<file path="src/rtl/puf_uart_pkg.sv">
// Shared types and helpers for the PUF response UART framer.
package puf_uart_pkg;

  localparam int UART_BITS = 8;

  typedef enum logic [2:0] {
    IDLE,
    LOAD,
    START,
    DATA,
    PARITY,
    STOP
  } ser_state_t;

  function automatic int bytes_per_word(input int resp_width);
    return resp_width / UART_BITS;
  endfunction

endpackage

</file>
<file path="src/rtl/uart_tx_core.sv">
// Bit-level UART serializer: START, 8 data bits LSB first, optional PARITY, STOP.
// Even parity is added when PUF_UART_PARITY_EN is defined.
module uart_tx_core
  import puf_uart_pkg::*;
#(
  parameter int BAUD_DIV = 1250
) (
  input  logic       clk,
  input  logic       reset_btn,
  input  logic [7:0] tx_byte,
  input  logic       byte_valid,
  output logic       byte_ready,
  output logic       uart_tx
);

  localparam int CW = (BAUD_DIV > 2) ? $clog2(BAUD_DIV) : 1;

  ser_state_t      state_reg;
  logic [CW-1:0]   baud_cnt_reg;
  logic [2:0]      bit_idx_reg;
  logic [7:0]      shift_reg;
  logic            tx_reg;
`ifdef PUF_UART_PARITY_EN
  logic            parity_reg;
`endif

  logic baud_tick;
  assign baud_tick = (baud_cnt_reg == CW'(BAUD_DIV - 1));

  // Accepting during the last STOP cycle lets bytes of a word run gap-free.
  assign byte_ready = (state_reg == IDLE) || ((state_reg == STOP) && baud_tick);
  assign uart_tx    = tx_reg;

  always_ff @(posedge clk or posedge reset_btn) begin
    if (reset_btn) begin
      state_reg    <= IDLE;
      baud_cnt_reg <= '0;
      bit_idx_reg  <= '0;
      shift_reg    <= '0;
      tx_reg       <= 1'b1;
`ifdef PUF_UART_PARITY_EN
      parity_reg   <= 1'b0;
`endif
    end else begin
      if ((state_reg == IDLE) || baud_tick) begin
        baud_cnt_reg <= '0;
      end else begin
        baud_cnt_reg <= baud_cnt_reg + 1'b1;
      end

      case (state_reg)
        IDLE, STOP: begin
          if (byte_ready) begin
            if (byte_valid) begin
              state_reg   <= START;
              tx_reg      <= 1'b0;
              shift_reg   <= tx_byte;
              bit_idx_reg <= '0;
`ifdef PUF_UART_PARITY_EN
              parity_reg  <= ^tx_byte;
`endif
            end else begin
              state_reg <= IDLE;
              tx_reg    <= 1'b1;
            end
          end
        end
        START: begin
          if (baud_tick) begin
            state_reg <= DATA;
            tx_reg    <= shift_reg[0];
          end
        end
        DATA: begin
          if (baud_tick) begin
            if (bit_idx_reg == 3'd7) begin
`ifdef PUF_UART_PARITY_EN
              state_reg <= PARITY;
              tx_reg    <= parity_reg;
`else
              state_reg <= STOP;
              tx_reg    <= 1'b1;
`endif
            end else begin
              bit_idx_reg <= bit_idx_reg + 1'b1;
              shift_reg   <= {1'b0, shift_reg[7:1]};
              tx_reg      <= shift_reg[1];
            end
          end
        end
`ifdef PUF_UART_PARITY_EN
        PARITY: begin
          if (baud_tick) begin
            state_reg <= STOP;
            tx_reg    <= 1'b1;
          end
        end
`endif
        default: begin
          state_reg <= IDLE;
          tx_reg    <= 1'b1;
        end
      endcase
    end
  end

endmodule

</file>
<file path="src/rtl/puf_uart_framer.sv">
// Buffers PUF response words in a FIFO and streams each one MSB byte first over UART.
// Optional even parity per frame via PUF_UART_PARITY_EN (handled in uart_tx_core).
module puf_uart_framer
  import puf_uart_pkg::*;
#(
  parameter int RESP_WIDTH = 64,
  parameter int FIFO_DEPTH = 4,
  parameter int BAUD_DIV   = 1250
) (
  input  logic                          clk,
  input  logic                          reset_btn,
  input  logic [RESP_WIDTH-1:0]         resp_data,
  input  logic                          resp_valid,
  output logic                          resp_ready,
  output logic                          uart_tx,
  output logic                          busy,
  output logic [$clog2(FIFO_DEPTH):0]   fifo_level
);

  localparam int AW  = $clog2(FIFO_DEPTH);
  localparam int LW  = AW + 1;
  localparam int BPW = bytes_per_word(RESP_WIDTH);
  localparam int IW  = $clog2(BPW + 1);

  logic [RESP_WIDTH-1:0] fifo_mem [FIFO_DEPTH];
  logic [AW-1:0]         wr_ptr_reg;
  logic [AW-1:0]         rd_ptr_reg;
  logic [LW-1:0]         level_reg;
  ser_state_t            word_state_reg;
  logic [RESP_WIDTH-1:0] word_reg;
  logic [IW-1:0]         byte_idx_reg;

  logic [RESP_WIDTH-1:0] head_word;
  logic                  push;
  logic                  pop;
  logic                  byte_valid;
  logic                  byte_ready;
  logic [7:0]            tx_byte;

  assign resp_ready = (level_reg != LW'(FIFO_DEPTH));
  assign push       = resp_valid && resp_ready;
  assign pop        = (word_state_reg == LOAD);
  assign head_word  = fifo_mem[rd_ptr_reg];
  assign fifo_level = level_reg;
  assign busy       = (word_state_reg != IDLE) || (level_reg != '0);

  // The first byte goes straight from the FIFO head during LOAD so the start bit lands one edge later.
  always_comb begin
    byte_valid = 1'b0;
    tx_byte    = word_reg[RESP_WIDTH-1 -: UART_BITS];
    if (word_state_reg == LOAD) begin
      byte_valid = 1'b1;
      tx_byte    = head_word[RESP_WIDTH-1 -: UART_BITS];
    end else if (word_state_reg == DATA) begin
      byte_valid = (byte_idx_reg != IW'(BPW));
    end
  end

  always_ff @(posedge clk) begin
    if (push) begin
      fifo_mem[wr_ptr_reg] <= resp_data;
    end
  end

  // DATA here means "word in flight": remaining bytes are fed to the core as it frees up.
  always_ff @(posedge clk or posedge reset_btn) begin
    if (reset_btn) begin
      wr_ptr_reg     <= '0;
      rd_ptr_reg     <= '0;
      level_reg      <= '0;
      word_state_reg <= IDLE;
      word_reg       <= '0;
      byte_idx_reg   <= '0;
    end else begin
      if (push) begin
        wr_ptr_reg <= wr_ptr_reg + 1'b1;
      end
      if (pop) begin
        rd_ptr_reg <= rd_ptr_reg + 1'b1;
      end
      case ({push, pop})
        2'b10:   level_reg <= level_reg + 1'b1;
        2'b01:   level_reg <= level_reg - 1'b1;
        default: level_reg <= level_reg;
      endcase

      case (word_state_reg)
        IDLE: begin
          if (level_reg != '0) begin
            word_state_reg <= LOAD;
          end
        end
        LOAD: begin
          word_reg       <= head_word << UART_BITS;
          byte_idx_reg   <= IW'(1);
          word_state_reg <= DATA;
        end
        DATA: begin
          if (byte_valid && byte_ready) begin
            word_reg     <= word_reg << UART_BITS;
            byte_idx_reg <= byte_idx_reg + 1'b1;
          end else if (byte_ready) begin
            word_state_reg <= IDLE;
          end
        end
        default: word_state_reg <= IDLE;
      endcase
    end
  end

  uart_tx_core #(
    .BAUD_DIV (BAUD_DIV)
  ) u_tx_core (
    .clk        (clk),
    .reset_btn  (reset_btn),
    .tx_byte    (tx_byte),
    .byte_valid (byte_valid),
    .byte_ready (byte_ready),
    .uart_tx    (uart_tx)
  );

endmodule

</file>
<file path="config.mk">
export PLATFORM = sky130hd
export DESIGN_NAME = puf_uart_framer
export DESIGN_NICKNAME = d
export VERILOG_FILES = /design/src/rtl/puf_uart_pkg.sv /design/src/rtl/uart_tx_core.sv /design/src/rtl/puf_uart_framer.sv
export SDC_FILE = /design/constraint.sdc
export NUM_CORES = 1
export LEC_CHECK = 0
export CELL_PAD_IN_SITES_DETAIL_PLACEMENT = 1
export CELL_PAD_IN_SITES_GLOBAL_PLACEMENT = 2
export CORE_MARGIN = 2
export CORE_UTILIZATION = 45
export CTS_CLUSTER_SIZE = 40
export DETAILED_ROUTE_END_ITERATION = 12
export PLACE_DENSITY = 0.85
export SLEW_MARGIN = 10
export SYNTH_ARGS = -nofsm -noshare
export SYNTH_HDL_FRONTEND = slang
export SYNTH_SLANG_ARGS = --single-unit
</file>
<file path="constraint.sdc">
create_clock -name clk -period 3.44 [get_ports clk]
set_input_delay 0.688 -clock clk [delete_from_list [all_inputs] [get_ports clk]]
set_output_delay 0.688 -clock clk [all_outputs]
set_load 0.1 [all_outputs]
</file>
==> flow_metrics.tcl, run 1 <==
set metrics [dict create \
    status "finished clean" \
    rr_endpoint "fifo_level[2]" \
    syn_area_per_cell_sq_um 17.5 \
    hold_path_end "u_tx_core.bit_idx_reg[0]" \
    root_buffer "clkbuf_16" \
    diodes 0 \
    fp-row-count 65 \
    post_drt_wl_per_cell_um 21.6 \
    ios 73 \
    dr_total_vias 7252 \
    period_minus_slack_ns 2.46 \
    gp_congestion 0.723 \
    die_area_sq_um 33200 \
    min_from "u_tx_core.bit_idx_reg[0]" \
    multiInputGateArea_sq_um 3800 \
    hold_viol_final 0 \
    p_leak_nw 5.79 \
    relSlewSlack 0.386 \
    startpoint_type "flop" \
    grt_usage 0.180 \
    worstHoldPathType "reg2reg" \
    hold_buffers 0 \
    syn-num-nets 895 \
    syn2layout_area_growth_pct 16.3 \
    seq_area_sq_um 10100 \
    largest_reg_flops 256 \
    drt-total-wl_um 28800 \
    synth_cells 816 \
    cp.buffers_inverters 2 \
    post-route-period-util 0.716 \
    syn_area_sq_um 14300 \
    clk_pin_slew_ns 0.06 \
    finalClockSkew_ns 0.0241 \
    cts_max_level 2 \
    ys_types 55 \
    overflow 0 \
    crit_arrival_ns 2.90 \
    worst-setup-path-type "reg2reg" \
    io_buffers 72 \
    power_density_nw_per_um2 794 \
    crit_chain "or2b_1 -> inv_1 -> ha_1 -> inv_1 -> fa_1 -> xor2_1 -> nor2_1 -> xor2_1" \
    grt_most_used_layer "met2" \
    swShare 0.295 \
    drc 0 \
    clockBufferDepth 3 \
    r2r_cells 8 \
    ctsResizeCount 0 \
    synth_seq_cells 351 \
    ys_async_sr_fraction 0.271 \
    rrSetupSlack_ns 0.98 \
    dp.cells 1266 \
    insertion_delay_ns 0.53 \
    core-area_sq_um 31400 \
    hold_slack_ns 0.487 \
    cp_max_fo 21 \
    r2r-start "word_state_reg[0]" \
    slew_violations 0 \
    start_util 0.455 \
    yosysWarnings 0 \
    cts_buffers 37 \
    p_comb_frac 0.244 \
    rsz0062_at_grt "false" \
    worst_path_max_delay_cell "or2b_1" \
    place_hpwl_um 17400 \
    firstDrtPassIters 6 \
    cp_slowest_stage_delay_ns 0.61 \
    cap_violations 0 \
    cts_setup_buffers 0 \
    intPower_mw 9.30 \
    cts_tree "built" \
    antenna_found_initial 0 \
    finalSetupTns_ns 0 \
    grt_util_met3 0.0279 \
    hold_depth 1 \
    synth-seq-area-share 0.705 \
    end_kind "flop" \
    fin_util 0.529 \
    fin_cells 1334 \
    ys.flop_type "edfxtp_1" \
    fmaxAchievable_ghz 0.406 \
    cp.required_ns 3.88 \
    power.switching_mw 3.89 \
    grt_max_degree 65 \
    seq_power_share 0.469 \
    use_met2 0.317 \
    grt_pass1_vias 8140 \
    cts_sinks 351 \
    cp_top_family "simple AND/OR/NAND/NOR gates" \
    die_h_um 182 \
    drt-vias-per-instance 5.44 \
    grt_pass1_wl_um 46200 \
    setup_viol 0 \
    drive_gt1_frac 0.216 \
    synth-edff-count 256 \
    ir_worst_vdd_v 0.000464 \
    p_clk_frac 0.287 \
    drt_iter0_markers 410 \
    fillCellCount 2884 \
    tightest_slew_ns 0.921 \
    die_x_um 182 \
    postRouteAntennaNets 0 \
    met1_usage 0.236 \
    nets 982 \
]
layout by cell type, fill, tap and decap left out, types with 4 or more instances in the layout:
| cell type | n |
|---|---|
| edfxtp_1 | 256 |
| dfrtp_1 | 92 |
| nor2_1 | 71 |
| clkdlybuf4s50_1 | 66 |
| mux4_2 | 56 |
| mux2i_1 | 50 |
| a21oi_2 | 48 |
| nand2_1 | 42 |
| clkbuf_16 | 38 |
| o21ai_0 | 23 |
| nand3_1 | 19 |
| inv_1 | 17 |
| clkbuf_1 | 15 |
| buf_4 | 13 |
| a21oi_1 | 12 |
| buf_12 | 12 |
| ha_1 | 11 |
| xnor2_1 | 9 |
| mux4_1 | 8 |
| xor2_1 | 7 |
| clkbuf_8 | 7 |
| and3_2 | 5 |
| and2_1 | 4 |
| nand4_1 | 4 |
| clkinv_1 | 4 |
cell families (layout without fill, tap and decap cells):
logic type | after synthesis | in the layout | synth area share
AOI/OAI and AO/OA | 95 | 95 | 0.0508
buffers and inverters | 61 | 177 | 0.0300
muxes | 115 | 115 | 0.139
xor gates and xnor gates | 16 | 16 | 0.00981
adders and majority gates | 12 | 12 | 0.0110
DFF | 351 | 351 | 0.705
and+or+nand+nor | 166 | 166 | 0.0548
power groups by stage:
| stage | Sequential, mW | Combinational [mW] | Clock [mW] |
|---|---|---|---|
| after floorplan | 6.11 | 2.32 | 0 |
| after global placement | 6.22 | 3.19 | 0 |
| after detailed placement | 6.29 | 3.28 | 0 |
| after CTS | 6.21 | 3.30 | 3.88 |
| after global routing | 6.30 | 3.51 | 4.06 |
| final | 6.19 | 3.22 | 3.79 |
worst max-delay path by stage:
stage	startpoint	endpoint	cells after the start
final	word_state_reg[0]	fifo_level[2]	8
after global routing	word_state_reg[0]	fifo_level[2]	8
after CTS	word_state_reg[0]	fifo_level[2]	8
after detailed placement	resp_valid	fifo_level[2]	9
after global placement	resp_valid	fifo_level[2]	9
after floorplan	fifo_level[2]	fifo_level[2]	9
metal layers:
| metal | part of all wire | vias to the layer above |
|---|---|---|
| met4 | 0.015 | 0 |
| met2 | 0.52 | 131 |
| met5 | 0 | - |
| li1 | - | 3292 |
| met3 | 0.036 | 32 |
| met1 | 0.43 | 3797 |
cell usage after synthesis (3+ instances only):
| cell | instances | area share |
|---|---|---|
| mux4_1 | 8 | 0.015 |
| nand3_1 | 20 | 0.0070 |
| edfxtp_1 | 256 | 0.54 |
| buf_8 | 4 | 0.0042 |
| inv_1 | 18 | 0.0047 |
| nand2_1 | 43 | 0.011 |
| clkbuf_1 | 11 | 0.0029 |
| nor3_1 | 3 | 0.0011 |
| dfrtp_1 | 94 | 0.16 |
| buf_2 | 12 | 0.0042 |
| ha_1 | 11 | 0.0096 |
| a21oi_2 | 48 | 0.029 |
| and3_1 | 4 | 0.0018 |
| and2_1 | 4 | 0.0018 |
| mux4_2 | 56 | 0.088 |
| buf_12 | 5 | 0.0070 |
| nand4_1 | 4 | 0.0018 |
| nor2_1 | 71 | 0.019 |
| mux2i_1 | 50 | 0.035 |
| xnor2_1 | 9 | 0.0055 |
| o21ai_0 | 23 | 0.0081 |
| a21oi_1 | 12 | 0.0042 |
| buf_6 | 6 | 0.0047 |
| buf_4 | 3 | 0.0016 |
| xor2_1 | 7 | 0.0043 |
per-stage QoR:
step                      cell area (sq um)  setup WS, ns  power (mW)
after floorplan                       14300         0.224        8.43
after global placement                15400         0.934        9.41
after detailed placement              15400         0.855        9.57
after CTS                             16600         0.910        13.4
after global routing                  16600         0.756        13.9
final                                 16600         0.978        13.2
layout make-up:
type / instances / share of cell area
flip-flops and latches: 351 / 0.606
multi-input cells: 404 / 0.229
clock buffers: 60 / 0.0664
repair buffers: 91 / 0.0601
well taps: 402 / 0.0303
inverters: 18 / 0.00422
clock inverters: 8 / 0.00369
Note: power is estimated with default switching activity, not from simulation.
==> run 2: changes to the inputs <==
clock period = 2.5 ns   (was 3.44 ns; I/O delays follow)
==> flow_metrics.tcl, run 2 (same netlist as run 1, synthesis figures left out) <==
set metrics [dict create \
    p_leak_nw 5.85 \
    place_hpwl_um 17700 \
    die_x_um 182 \
    ir_worst_vdd_v 0.000545 \
    ctsResizeCount 0 \
    multiInputGateArea_sq_um 3820 \
    fin_util 0.533 \
    fin_area_sq_um 16700 \
    syn2layout_area_growth_pct 17.2 \
    cap_violations 0 \
    root_buffer "clkbuf_16" \
    post-route-period-util 0.842 \
    postRouteAntennaNets 0 \
    ios 73 \
    cts_max_level 2 \
    overflow 0 \
    dp_slack_ns 0.169 \
    die_area_sq_um 33200 \
    drc 0 \
    dp.cells 1273 \
    cts_buffers 38 \
    end_kind "output port" \
    dr_total_vias 7266 \
    grt_max_degree 65 \
    placed_area_sq_um 15500 \
    grt_pass1_vias 8135 \
    tightest_slew_ns 0.583 \
    nets 990 \
    period_minus_slack_ns 2.10 \
    largest_reg_flops 256 \
    die_h_um 182 \
    io_buffers 72 \
    startpoint_type "flop" \
    grt_pass1_wl_um 46300 \
    cts_sinks 351 \
    status "finished clean" \
    crit_arrival_ns 1.60 \
    slew_violations 0 \
    setup_slack_ns 0.396 \
    hold_slack_ns 0.458 \
    post_drt_wl_per_cell_um 21.4 \
    drt_iter0_markers 514 \
    final_cell_mix "256 x edfxtp_1, 89 x dfrtp_1, 71 x nor2_1, 66 x clkdlybuf4s50_1, 56 x mux4_2" \
    worst-setup-path-type "reg2out" \
    power_density_nw_per_um2 1100 \
    diodes 0 \
    cts_setup_buffers 0 \
    finalClockSkew_ns 0.00972 \
    core-area_sq_um 31400 \
    finalPower_mw 18.4 \
    drt-total-wl_um 28700 \
    setup_viol 0 \
    rsz0062_at_grt "false" \
    relSlewSlack 0.611 \
    firstDrtPassIters 4 \
    fin_cells 1342 \
    mostFrequentLayoutCell "edfxtp_1" \
    cp_max_fo 8 \
    worstHoldPathType "in2async" \
    drt-vias-per-instance 5.41 \
    finalSetupTns_ns 0 \
    fillCellCount 2879 \
    fmaxAchievable_ghz 0.475 \
    cp.required_ns 2.00 \
    hold_viol_final 0 \
    hold_buffers 0 \
    gp_congestion 0.729 \
    clk_pin_slew_ns 0.06 \
    fp-row-count 65 \
    rrSetupSlack_ns 0.43 \
    seq_area_sq_um 10100 \
    start_util 0.455 \
    grt_usage 0.182 \
    clockBufferDepth 3 \
    antenna_found_initial 0 \
    cts_tree "built" \
    drive_gt1_frac 0.236 \
    insertion_delay_ns 0.53 \
]
-- run 2: area by class of cell --
cell class              count  area share
clock buffers              47      0.0594
well taps                 402      0.0300
multi-input cells         404       0.228
flip-flops and latches    351       0.602
inverters                  18     0.00426
clock inverters            22      0.0123
repair buffers             98      0.0643
-- run 2: path summary, 6_finish.rpt --
check                                         end  depth (start not counted)                      start
max                                          busy                          3          word_state_reg[0]
min                                  word_reg[57]                          3                  reset_btn
max in group asynchronous       u_tx_core.uart_tx                          3                  reset_btn
max reg2reg                u_tx_core.shift_reg[4]                          6  u_tx_core.baud_cnt_reg[3]
min reg2reg                     u_tx_core.uart_tx                          2          u_tx_core.uart_tx
min in group clk                u_tx_core.uart_tx                          2          u_tx_core.uart_tx
-- run 2: power by group --
group / internal [mW] / switching, mW / total (mW)
clock: 3.16 / 2.22 / 5.38
combinational: 2.04 / 2.55 / 4.59
sequential: 7.75 / 0.655 / 8.40
total: 12.9 / 5.42 / 18.4
-- run 2: critical path, cell delays in order, from the launching register on --
cell     delay [ns]
dfrtp_1        0.47
nor3_1         0.22
nand3_1        0.14
buf_4          0.26
-- run 2: layer usage --
| metal | part of all wire | wire length [um] | vias to the layer above | GRT usage |
|---|---|---|---|---|
| met1 | 0.42 | 12100 | 3787 | 0.234 |
| met3 | 0.035 | 1010 | 43 | 0.0311 |
| met4 | 0.021 | 616 | 0 | 0.0516 |
| met5 | 0 | 0 | - | 0 |
| li1 | - | - | 3302 | - |
| met2 | 0.52 | 15000 | 134 | 0.319 |
==> run 3: changes to the inputs <==
clock period = 2.1 ns   (was 2.5 ns; I/O delays follow)
==> flow_metrics.tcl, run 3 (same netlist as run 1, synthesis figures left out) <==
set metrics [dict create \
    status "finished clean" \
    end_kind "flop" \
    io_buffers 72 \
    cp_top_family "simple AND/OR/NAND/NOR gates" \
    cp_slowest_stage_delay_ns 0.40 \
    crit_top_cell "buf_12" \
    cts_buffers 37 \
    clk_pin_slew_ns 0.06 \
    placed_area_sq_um 15800 \
    drive_gt1_frac 0.264 \
    period_minus_slack_ns 2.01 \
    postRouteAntennaNets 0 \
    drt-vias-per-instance 5.41 \
    crit_arrival_ns 2.46 \
    setup_viol 0 \
    ios 73 \
    post-route-period-util 0.955 \
    post_drt_wl_per_cell_um 22.2 \
    largest_reg_flops 256 \
    fp-row-count 65 \
    nets 1012 \
    rr_endpoint "word_reg[41]" \
    intPower_mw 15.8 \
    worstHoldPathType "in2async" \
    cp_max_fo 22 \
    power_density_nw_per_um2 1310 \
    insertion_delay_ns 0.53 \
    crit_start "u_tx_core.baud_cnt_reg[1]" \
    hold_viol_final 0 \
    p_clk_frac 0.293 \
    rrSetupSlack_ns 0.09 \
    cts_sinks 351 \
    core-area_sq_um 31400 \
    finalSetupTns_ns 0 \
    swShare 0.293 \
    place_hpwl_um 18800 \
    power.switching_mw 6.58 \
    overflow 0 \
    cp.required_ns 2.55 \
    drt-total-wl_um 30200 \
    seq_power_share 0.446 \
    worst_path_max_delay_cell "dfrtp_1" \
    cts_max_level 2 \
    fin_area_sq_um 17200 \
    dr_total_vias 7377 \
    diodes 0 \
    slew_violations 0 \
    finalClockSkew_ns 0.0162 \
    rsz0062_at_grt "false" \
    cts_tree "built" \
    drc 0 \
    start_util 0.455 \
    finalPower_mw 22.4 \
    antenna_found_initial 0 \
    r2r_cells 9 \
    grt_pass1_vias 8161 \
    gp_congestion 0.724 \
    grt_max_degree 41 \
    ir_worst_vdd_v 0.000794 \
    tightest_slew_ns 0.416 \
    mostFrequentLayoutCell "edfxtp_1" \
    crit_chain "inv_1 -> ha_1 -> and4bb_2 -> nand4_2 -> a31oi_4 -> buf_12 -> buf_12 -> nor2_1 -> a21oi_2" \
    grt_pass1_wl_um 47300 \
    startpoint_type "flop" \
    drt_iter0_markers 419 \
    die_h_um 182 \
    cp.depth 9 \
    worst-setup-path-type "reg2reg" \
    cp.buffers_inverters 3 \
    p_leak_nw 6.05 \
    die_x_um 182 \
    fmaxAchievable_ghz 0.499 \
    cap_violations 0 \
    grt_usage 0.186 \
    final_cell_mix "256 x edfxtp_1, 89 x dfrtp_1, 71 x nor2_1, 66 x clkdlybuf4s50_1, 56 x mux4_2" \
    root_buffer "clkbuf_16" \
    p_comb_frac 0.261 \
    clockBufferDepth 3 \
    syn2layout_area_growth_pct 20.2 \
    firstDrtPassIters 4 \
    die_area_sq_um 33200 \
    r2r-start "u_tx_core.baud_cnt_reg[1]" \
    relSlewSlack 0.722 \
]
-- run 3: changes by cell type in the layout (fill, tap and decap cells not counted), sizes merged --
cell / previous run / this run
buf: 32 / 53
clkbuf: 47 / 53
clkinv: 15 / 12
clkinvlp: 2 / 1
inv: 20 / 19
-- run 3: worst max path at each step --
stage                     slack, ns              to
after floorplan               -0.38  fifo_mem[0][0]
after global placement         0.02   fifo_level[2]
after detailed placement      -0.04   fifo_level[2]
after CTS                      0.02            busy
after global routing         0.0003    word_reg[42]
final                          0.09    word_reg[41]
-- run 3: final cells by class --
cell class,instances,area [sq um]
Clock buffer,51,1070
Clock inverter,17,164
Fill cell,2866,14200
Inverter,18,71.3
Multi-Input combinational cell,404,3850
Sequential cell,351,10100
Tap cell,402,503
Timing Repair Buffer,121,1440
-- run 3: timing repair --
action | 4_1_cts | 5_1_grt
resized for setup | 0 | 5
hold buffers | 0 | 0
buffers inserted | 1 | 3
gates cloned | 0 | 2
endpoints found under the setup margin | 1 | 16
pin swaps | 1 | 3
-- run 3: per-layer routing --
| metal | global-route usage | share of wire | vias up |
|---|---|---|---|
| li1 | - | - | 3357 |
| met1 | 0.238 | 0.42 | 3848 |
| met2 | 0.331 | 0.53 | 125 |
| met3 | 0.0277 | 0.032 | 47 |
| met4 | 0.0500 | 0.018 | 0 |
| met5 | 0 | 0 | - |
-- run 3: power groups by stage --
stage / combinational [mW] / sequential, mW / clock (mW)
6_report: 5.86 / 10.0 / 6.57
3_3_place_gp: 5.75 / 9.98 / 0
4_1_cts: 5.98 / 10.0 / 6.70
2_1_floorplan: 3.85 / 10.0 / 0
3_5_place_dp: 5.92 / 10.1 / 0
5_1_grt: 6.35 / 10.1 / 6.99
-- run 3: through the flow --
stage | std cells | worst slack (ns) | hold WS (ns) | util
after CTS | 1359 | 0.0202 | 0.231 | 0.544
final | 1364 | 0.0948 | 0.230 | 0.547
after global placement | 1290 | 0.0249 | 0.475 | 0.504
after global routing | 1364 | 0.000321 | 0.242 | 0.547
after detailed placement | 1290 | -0.0385 | 0.484 | 0.504
after floorplan | 816 | -0.384 | 0.457 | -
